--- src/rtl/instr_fetch_unit.sv ---
// instr_fetch_unit: PC owner and instruction-memory front end with IF/ID output
// latch and a one-entry hold buffer for words returning under a downstream stall.
// Optional feature macro: IFU_HALT_DETECT_EN enables HALT detection and the
// HALTED state; without it HALT_OPCODE words are ordinary instructions and
// halt is tied low.
module instr_fetch_unit #(
    parameter logic [31:0] PC_INIT     = 32'h0000_0000,
    parameter logic [5:0]  HALT_OPCODE = 6'b111111
) (
    input  logic        CLK,
    input  logic        nRST,
    input  logic        ihit,
    input  logic [31:0] imemload,
    output logic        imemREN,
    output logic [31:0] imemaddr,
    input  logic        stall,
    input  logic        pc_src,
    input  logic [31:0] branch_target,
    output logic [31:0] instr,
    output logic        instr_valid,
    output logic [31:0] npc,
    output logic        halt
);

`ifdef IFU_HALT_DETECT_EN
    localparam bit HALT_DETECT = 1'b1;
`else
    localparam bit HALT_DETECT = 1'b0;
`endif

    typedef enum logic [1:0] {
        FETCH  = 2'd0,
        HOLD   = 2'd1,
        HALTED = 2'd2
    } state_t;

    state_t      state_q, state_d;
    logic [31:0] pc_q, pc_d;
    logic [31:0] buf_q, buf_d;
    logic [31:0] instr_q, instr_d;
    logic [31:0] npc_q, npc_d;
    logic        valid_q, valid_d;
    logic        halt_q, halt_d;

    logic [31:0] pc_plus4;
    logic        load_is_halt;
    logic        buf_is_halt;

    assign pc_plus4     = pc_q + 32'd4;
    assign load_is_halt = HALT_DETECT && (imemload[31:26] == HALT_OPCODE);
    assign buf_is_halt  = HALT_DETECT && (buf_q[31:26] == HALT_OPCODE);

    // Next-state and datapath update; priority is HALTED, then redirect, then stall/ihit.
    always_comb begin
        state_d = state_q;
        pc_d    = pc_q;
        buf_d   = buf_q;
        instr_d = instr_q;
        npc_d   = npc_q;
        valid_d = valid_q;
        halt_d  = halt_q;

        case (state_q)
            FETCH: begin
                if (pc_src) begin
                    // Any word returning in the redirect cycle is on the wrong path.
                    pc_d    = branch_target;
                    valid_d = 1'b0;
                end else if (ihit && !stall) begin
                    instr_d = imemload;
                    npc_d   = pc_plus4;
                    valid_d = 1'b1;
                    if (load_is_halt) begin
                        state_d = HALTED;
                        halt_d  = 1'b1;
                    end else begin
                        pc_d = pc_plus4;
                    end
                end else if (ihit) begin
                    // Park the word; pc already points past it so the drain uses pc as npc.
                    buf_d   = imemload;
                    pc_d    = pc_plus4;
                    state_d = HOLD;
                end else if (!stall) begin
                    valid_d = 1'b0;
                end
            end
            HOLD: begin
                if (pc_src) begin
                    pc_d    = branch_target;
                    valid_d = 1'b0;
                    state_d = FETCH;
                end else if (!stall) begin
                    instr_d = buf_q;
                    npc_d   = pc_q;
                    valid_d = 1'b1;
                    if (buf_is_halt) begin
                        state_d = HALTED;
                        halt_d  = 1'b1;
                    end else begin
                        state_d = FETCH;
                    end
                end
            end
            HALTED: begin
                if (!stall) begin
                    valid_d = 1'b0;
                end
            end
            default: begin
                state_d = FETCH;
            end
        endcase
    end

    // State and output registers, asynchronously cleared to the reset image.
    always_ff @(posedge CLK or negedge nRST) begin
        if (!nRST) begin
            state_q <= FETCH;
            pc_q    <= PC_INIT;
            buf_q   <= '0;
            instr_q <= '0;
            npc_q   <= '0;
            valid_q <= 1'b0;
            halt_q  <= 1'b0;
        end else begin
            state_q <= state_d;
            pc_q    <= pc_d;
            buf_q   <= buf_d;
            instr_q <= instr_d;
            npc_q   <= npc_d;
            valid_q <= valid_d;
            halt_q  <= halt_d;
        end
    end

    assign imemREN     = (state_q == FETCH);
    assign imemaddr    = {pc_q[31:2], 2'b00};
    assign instr       = instr_q;
    assign instr_valid = valid_q;
    assign npc         = npc_q;
    assign halt        = HALT_DETECT ? halt_q : 1'b0;

endmodule

--- config.mk ---
export PLATFORM = sky130hd
export DESIGN_NAME = instr_fetch_unit
export DESIGN_NICKNAME = d
export VERILOG_FILES = /design/src/rtl/instr_fetch_unit.sv
export SDC_FILE = /design/constraint.sdc
export NUM_CORES = 1
export LEC_CHECK = 0
export BUFFER_PORTS_ARGS = -buffer_cell sky130_fd_sc_hd__buf_4
export CAP_MARGIN = 20
export CORE_ASPECT_RATIO = 0.5
export CORE_UTILIZATION = 45
export CTS_BUF_LIST = sky130_fd_sc_hd__clkbuf_8
export DETAILED_ROUTE_END_ITERATION = 10
export GPL_TIMING_DRIVEN = 0
export PLACE_DENSITY = 0.7
export SETUP_SLACK_MARGIN = 0.4
export SYNTH_ARGS = -nofsm -noshare
export SYNTH_HDL_FRONTEND = slang
export SYNTH_SLANG_ARGS = --single-unit
--- constraint.sdc ---
create_clock -name CLK -period 2.58 [get_ports CLK]
set_input_delay 0.516 -clock CLK [delete_from_list [all_inputs] [get_ports CLK]]
set_output_delay 0.516 -clock CLK [all_outputs]
set_load 0.005 [all_outputs]
======== Word level (Yosys, flattened, before mapping) ========
Cells that the tools add are included.
storage, ports and cells
  flip-flop bits (word level) ............. 131
  bits in latches ......................... 0
  bits in writable memories ............... 0
  bits in read-only memories .............. 0
  bits of input ports ..................... 69
  output and inout bits ................... 99
  word-level logic and storage cells ...... 60
  memories kept ........................... 0
operators by class
  add/subtract/negate cells ............... 1
  multiply operators ...................... 0
  div/mod/pow operators ................... 0
  order comparisons ....................... 0
  equality and inequality tests ........... 12
  shift operators ......................... 0
  muxes and demuxes ....................... 28
  bitwise operators ....................... 3
  reductions and logical operators ........ 10
operator list
  operator                                               number
  2-to-1 mux 32 bit                                      12
  one-hot mux 32 bit (2 select lines)                    3
  adder 32 x 3 -> 32 bit, second input constant          1
  inequality test 2 bit, second input constant           6
  2-to-1 mux 2 bit                                       5
  AND reduction 5 bit                                    2
  inequality test 4 x 2 -> 1 bit, second input constant  2
  2-to-1 mux 1 bit                                       6
  one-hot mux 2 bit (3 select lines)                     1
  AND reduction 3 bit                                    2
  AND reduction 4 bit                                    1
  inequality test 3 bit, second input constant           1
  inverter 1 bit                                         3
  one-hot mux 1 bit (3 select lines)                     1
  nonzero test 3 bit                                     1
  equality test 2 x 1 -> 1 bit, second input constant    1
  equality test 2 bit, second input constant             1
  zero test 2 bit                                        1
  inequality test 2 x 1 -> 1 bit, second input constant  1
  nonzero test 2 bit                                     1
  logical AND 1 bit                                      1
  zero test 1 bit                                        1

======== Longest topological paths before layout ========
  depth in word-level cells ............... 5
  depth in mapped cells ................... 7
  mapped depth without buffers ............ 6

======== Least setup slack after synthesis ========
Ideal clock, no wire load.
  path kind ............................... reg2reg
  from .................................... register pc_q[19]
  to ...................................... register pc_q[30]
  setup time .............................. 0.128 ns
  data arrival time ....................... 1.693 ns
  slack ................................... 0.759 ns
  stages on the path, launching flop included .. 7
  path buffers ............................ 1
  period minus slack after synthesis ...... 1.821 ns
  cells stage by stage .................... dfrtp_1 -> buf_2 -> nand3_2 -> or3_4 -> or4_4 -> nor4_1 -> nor3_1
between the ends
  cells in the longest elaborated chain, start to end .. 5
ends and longest elaborated chain
  element                                  line  source
  start, declared                          38    logic [31:0] pc_q, pc_d;
  start signal, assigned                   128   pc_q <= pc_d;
  adder 32 x 3 -> 32 bit (*)               49    assign pc_plus4 = pc_q + 32'd4;
  2-to-1 mux 32 bit                        79    end else if (ihit) begin
  2-to-1 mux 32 bit (*)                    69    end else if (ihit && !stall) begin
  2-to-1 mux 32 bit (*)                    65    if (pc_src) begin
  one-hot mux 32 bit (2 select lines) (*)  63    case (state_q)
Mark *: on every way between the ends. The rest lies on a longest branch, timed or not. The select of a mux whose other input is x is not followed.
A chain may end at the register's enable or synchronous reset.

======== Final worst setup path ========
  from .................................... register pc_q[2]
  to ...................................... register npc_q[28], in the netlist npc[28]
between the ends
  cells in the longest elaborated chain, start to end .. 4
ends and longest elaborated chain
  element                              line  source
  adder 32 x 3 -> 32 bit               49
  2-to-1 mux 32 bit                    69
  2-to-1 mux 32 bit                    65
  one-hot mux 32 bit (2 select lines)  63
  end signal, assigned                 131   npc_q <= npc_d;
  end, declared                        41    logic [31:0] npc_q, npc_d;
No other way between the ends. The select of a mux whose other input is x is not followed.

==> impl_metrics.tcl <==
set metrics [dict create \
    rr_worst_depth 7 \
    gp_congestion 0.817 \
    critPathKind "flop to flop" \
    gr-usage-all-layers 0.239 \
    seq_area_frac_synth 0.526 \
    crit_cells 7 \
    rows 29 \
    end_kind "flop" \
    ys.flop_type "dfrtp_1" \
    vias 5132 \
    outcome "completed" \
    placed_cells 932 \
    clk_pin_slew_ps 80 \
    p_total_mw 5.50 \
    hp-class "input pin to flop" \
    cts_buffers 17 \
    final_hold_viol_count 0 \
    fillCellCount 1097 \
    critPathSlowestCell "dfrtp_2" \
    yosys.cell_types.count 41 \
    first_pass_iters 5 \
    clockBufferDepth 2 \
    timing.fmax_ghz 0.488 \
    cp_slowest_stage_delay_ps 430 \
    post_cts_buffers 0 \
    crit_required_ps 2880 \
    drive_above_1_share 0.352 \
    grt_pass1_vias 5182 \
    grt.met2_usage 0.392 \
    ys_seq_elements 130 \
    crit_buf_inv 1 \
    dp_slack_ps -85.2 \
    cts_tree "yes" \
    synth_warnings 0 \
    post_dp_cell_area_um2 7670 \
    period_share 0.794 \
    grt_first_pass_wirelength_um 26600 \
    cts_sinks 130 \
    ant_nets 0 \
    die_h_um 84.9 \
    yosysMostFrequentCell "dfrtp_1" \
    start_kind "flop" \
    grt.met1_usage 0.324 \
    period_needed_ps 2050 \
    die-area_um2 14300 \
    antenna_found_initial 0 \
    ios 168 \
    post-route-util 0.623 \
    clk_latency_ps 440 \
    max_slew.worst_pin.slew_ps 770 \
    instances_no_fill 965 \
    cp_top_family "simple AND/OR/NAND/NOR gates" \
    async_flop_share 1.00 \
    n_antenna_cell 0 \
    yosys-top-cells-count "130 x dfrtp_1, 100 x nand2_1, 75 x o21ai_0, 45 x xnor2_1, 39 x mux2_2" \
    synth_cells 595 \
    nets 852 \
    syn_avg_cell_area_um2 10.4 \
    crit_fanout 10 \
    overflow 0 \
    start_util 0.475 \
    p_leak_nw 3.60 \
    syn_area_um2 6190 \
    synthTopCellsByArea "dfrtp_1 53%, mux2_2 7.1%, xnor2_1 6.4%" \
    setup_viol 0 \
    design_area_um2 8110 \
    h-tree-depth 4 \
    max_slew_margin 0.487 \
    synth_top_cell_area_share 0.526 \
    area_growth_pct 31.1 \
    fin_tns_setup_ps 0 \
    grt_busiest_layer "met2" \
    vdd_ir_drop_max_mv 0.311 \
    via_per_inst 5.32 \
    drv_cap 0 \
    drv_slew 0 \
    io_buffers 164 \
    rsz0062_at_grt "no" \
    clockRootBuffer "clkbuf_8" \
    yosysTopAreaCell "dfrtp_1" \
    first_iter_violations 366 \
    grtUsageMet3 0.0410 \
    timing.hold.ws_ps 288 \
    crit_chain "ha_1 > and4_2 > nand2_1 > buf_2 > nor4_2 > xnor2_1 > o21ai_1" \
    die_w_um 168 \
    wirelength_um 16200 \
    hold_depth 3 \
    grt_max_degree 89 \
    fin_skew_ps 17.6 \
    worst_ep_arrival_time_ps 2350 \
    core-area_um2 13000 \
    avgRoutedWirePerCell_um 16.8 \
    synth_enable_flop_cells 0 \
    dp.final_hpwl_um 11600 \
    power.density_nw_per_um2 679 \
    drc 0 \
    setup_ws_ps 532 \
]
[path summary, 6_finish.rpt]
path / startpoint / to / slack (ps)
min in group asynchronous: nRST / npc[10] / 570
hold / removal: branch_target[12] / pc_q[12] / 290
hold reg to reg: instr[20] / instr[20] / 480
setup / recovery: pc_q[2] / npc[28] / 530
setup reg to reg: pc_q[2] / npc[28] / 530
max in group asynchronous: nRST / pc_q[2] / 1190
[tightest hold or removal path: stages]
cell	delay, ps
buf_4	80
nand2_1	40
o21ai_0	50
[area by class of cell]
cell class | instances | area (um2) | area share
Sequential cell | 130 | 3250 | 0.401
Multi-Input combinational cell | 418 | 2730 | 0.337
Timing Repair Buffer | 166 | 1270 | 0.157
Clock buffer | 20 | 275 | 0.0339
Tap cell | 170 | 213 | 0.0262
Buffer | 42 | 208 | 0.0256
Clock inverter | 12 | 130 | 0.0160
Inverter | 7 | 26.3 | 0.00324
[layer usage]
metal  vias to the layer above  part of all wire
met4                         0             0.013
met5                         -                 0
met2                       158              0.47
met1                      2537              0.46
li1                       2415                 -
met3                        22             0.050
[cells by family (layout without fill, tap and decap cells)]
kind of cell	Yosys count	count (layout)	synth area share
fa+ha+maj	1	1	0.00202
xor+xnor	52	52	0.0736
buf+inv	49	247	0.0370
simple gates	195	195	0.155
other cells	1	3	0.000606
flops	130	130	0.526
compound gates	94	94	0.0803
mux	73	73	0.126
[cells in the final DEF (no fill, tap or decap), types with 4 or more instances in the layout]
| cell | count |
|---|---|
| nor4_2 | 9 |
| buf_2 | 16 |
| nand4_1 | 6 |
| buf_4 | 166 |
| mux2_2 | 39 |
| o21ai_0 | 75 |
| nor4_1 | 4 |
| clkbuf_1 | 16 |
| o21ai_1 | 8 |
| xnor2_1 | 45 |
| nor2_1 | 25 |
| inv_1 | 7 |
| clkbuf_8 | 20 |
| mux2i_1 | 34 |
| clkinvlp_4 | 4 |
| nand3_1 | 8 |
| xor2_1 | 7 |
| nand2_1 | 100 |
| nor3_1 | 18 |
| dfrtp_1 | 129 |
[flip-flops by register name, indices dropped and copies added (netlist names)]
register     cells
pc_q            32
state_q          1
instr_valid      1
instr           32
npc             32
buf_q           32
[power breakdown]
part	internal, mW	leakage [nW]	switching [mW]
registers	2.38	1.59	0.241
logic	0.636	1.81	0.471
clock network	0.936	0.199	0.836
[repair_timing]
item | 4_1_cts | 5_1_grt
setup endpoints to repair | 30 | 42
gates resized for setup | 3 | 7
endpoints found under the hold margin | 9 | 0
hold buffers | 1 | 0
No activity file was read; power rests on OpenSTA's default activity.
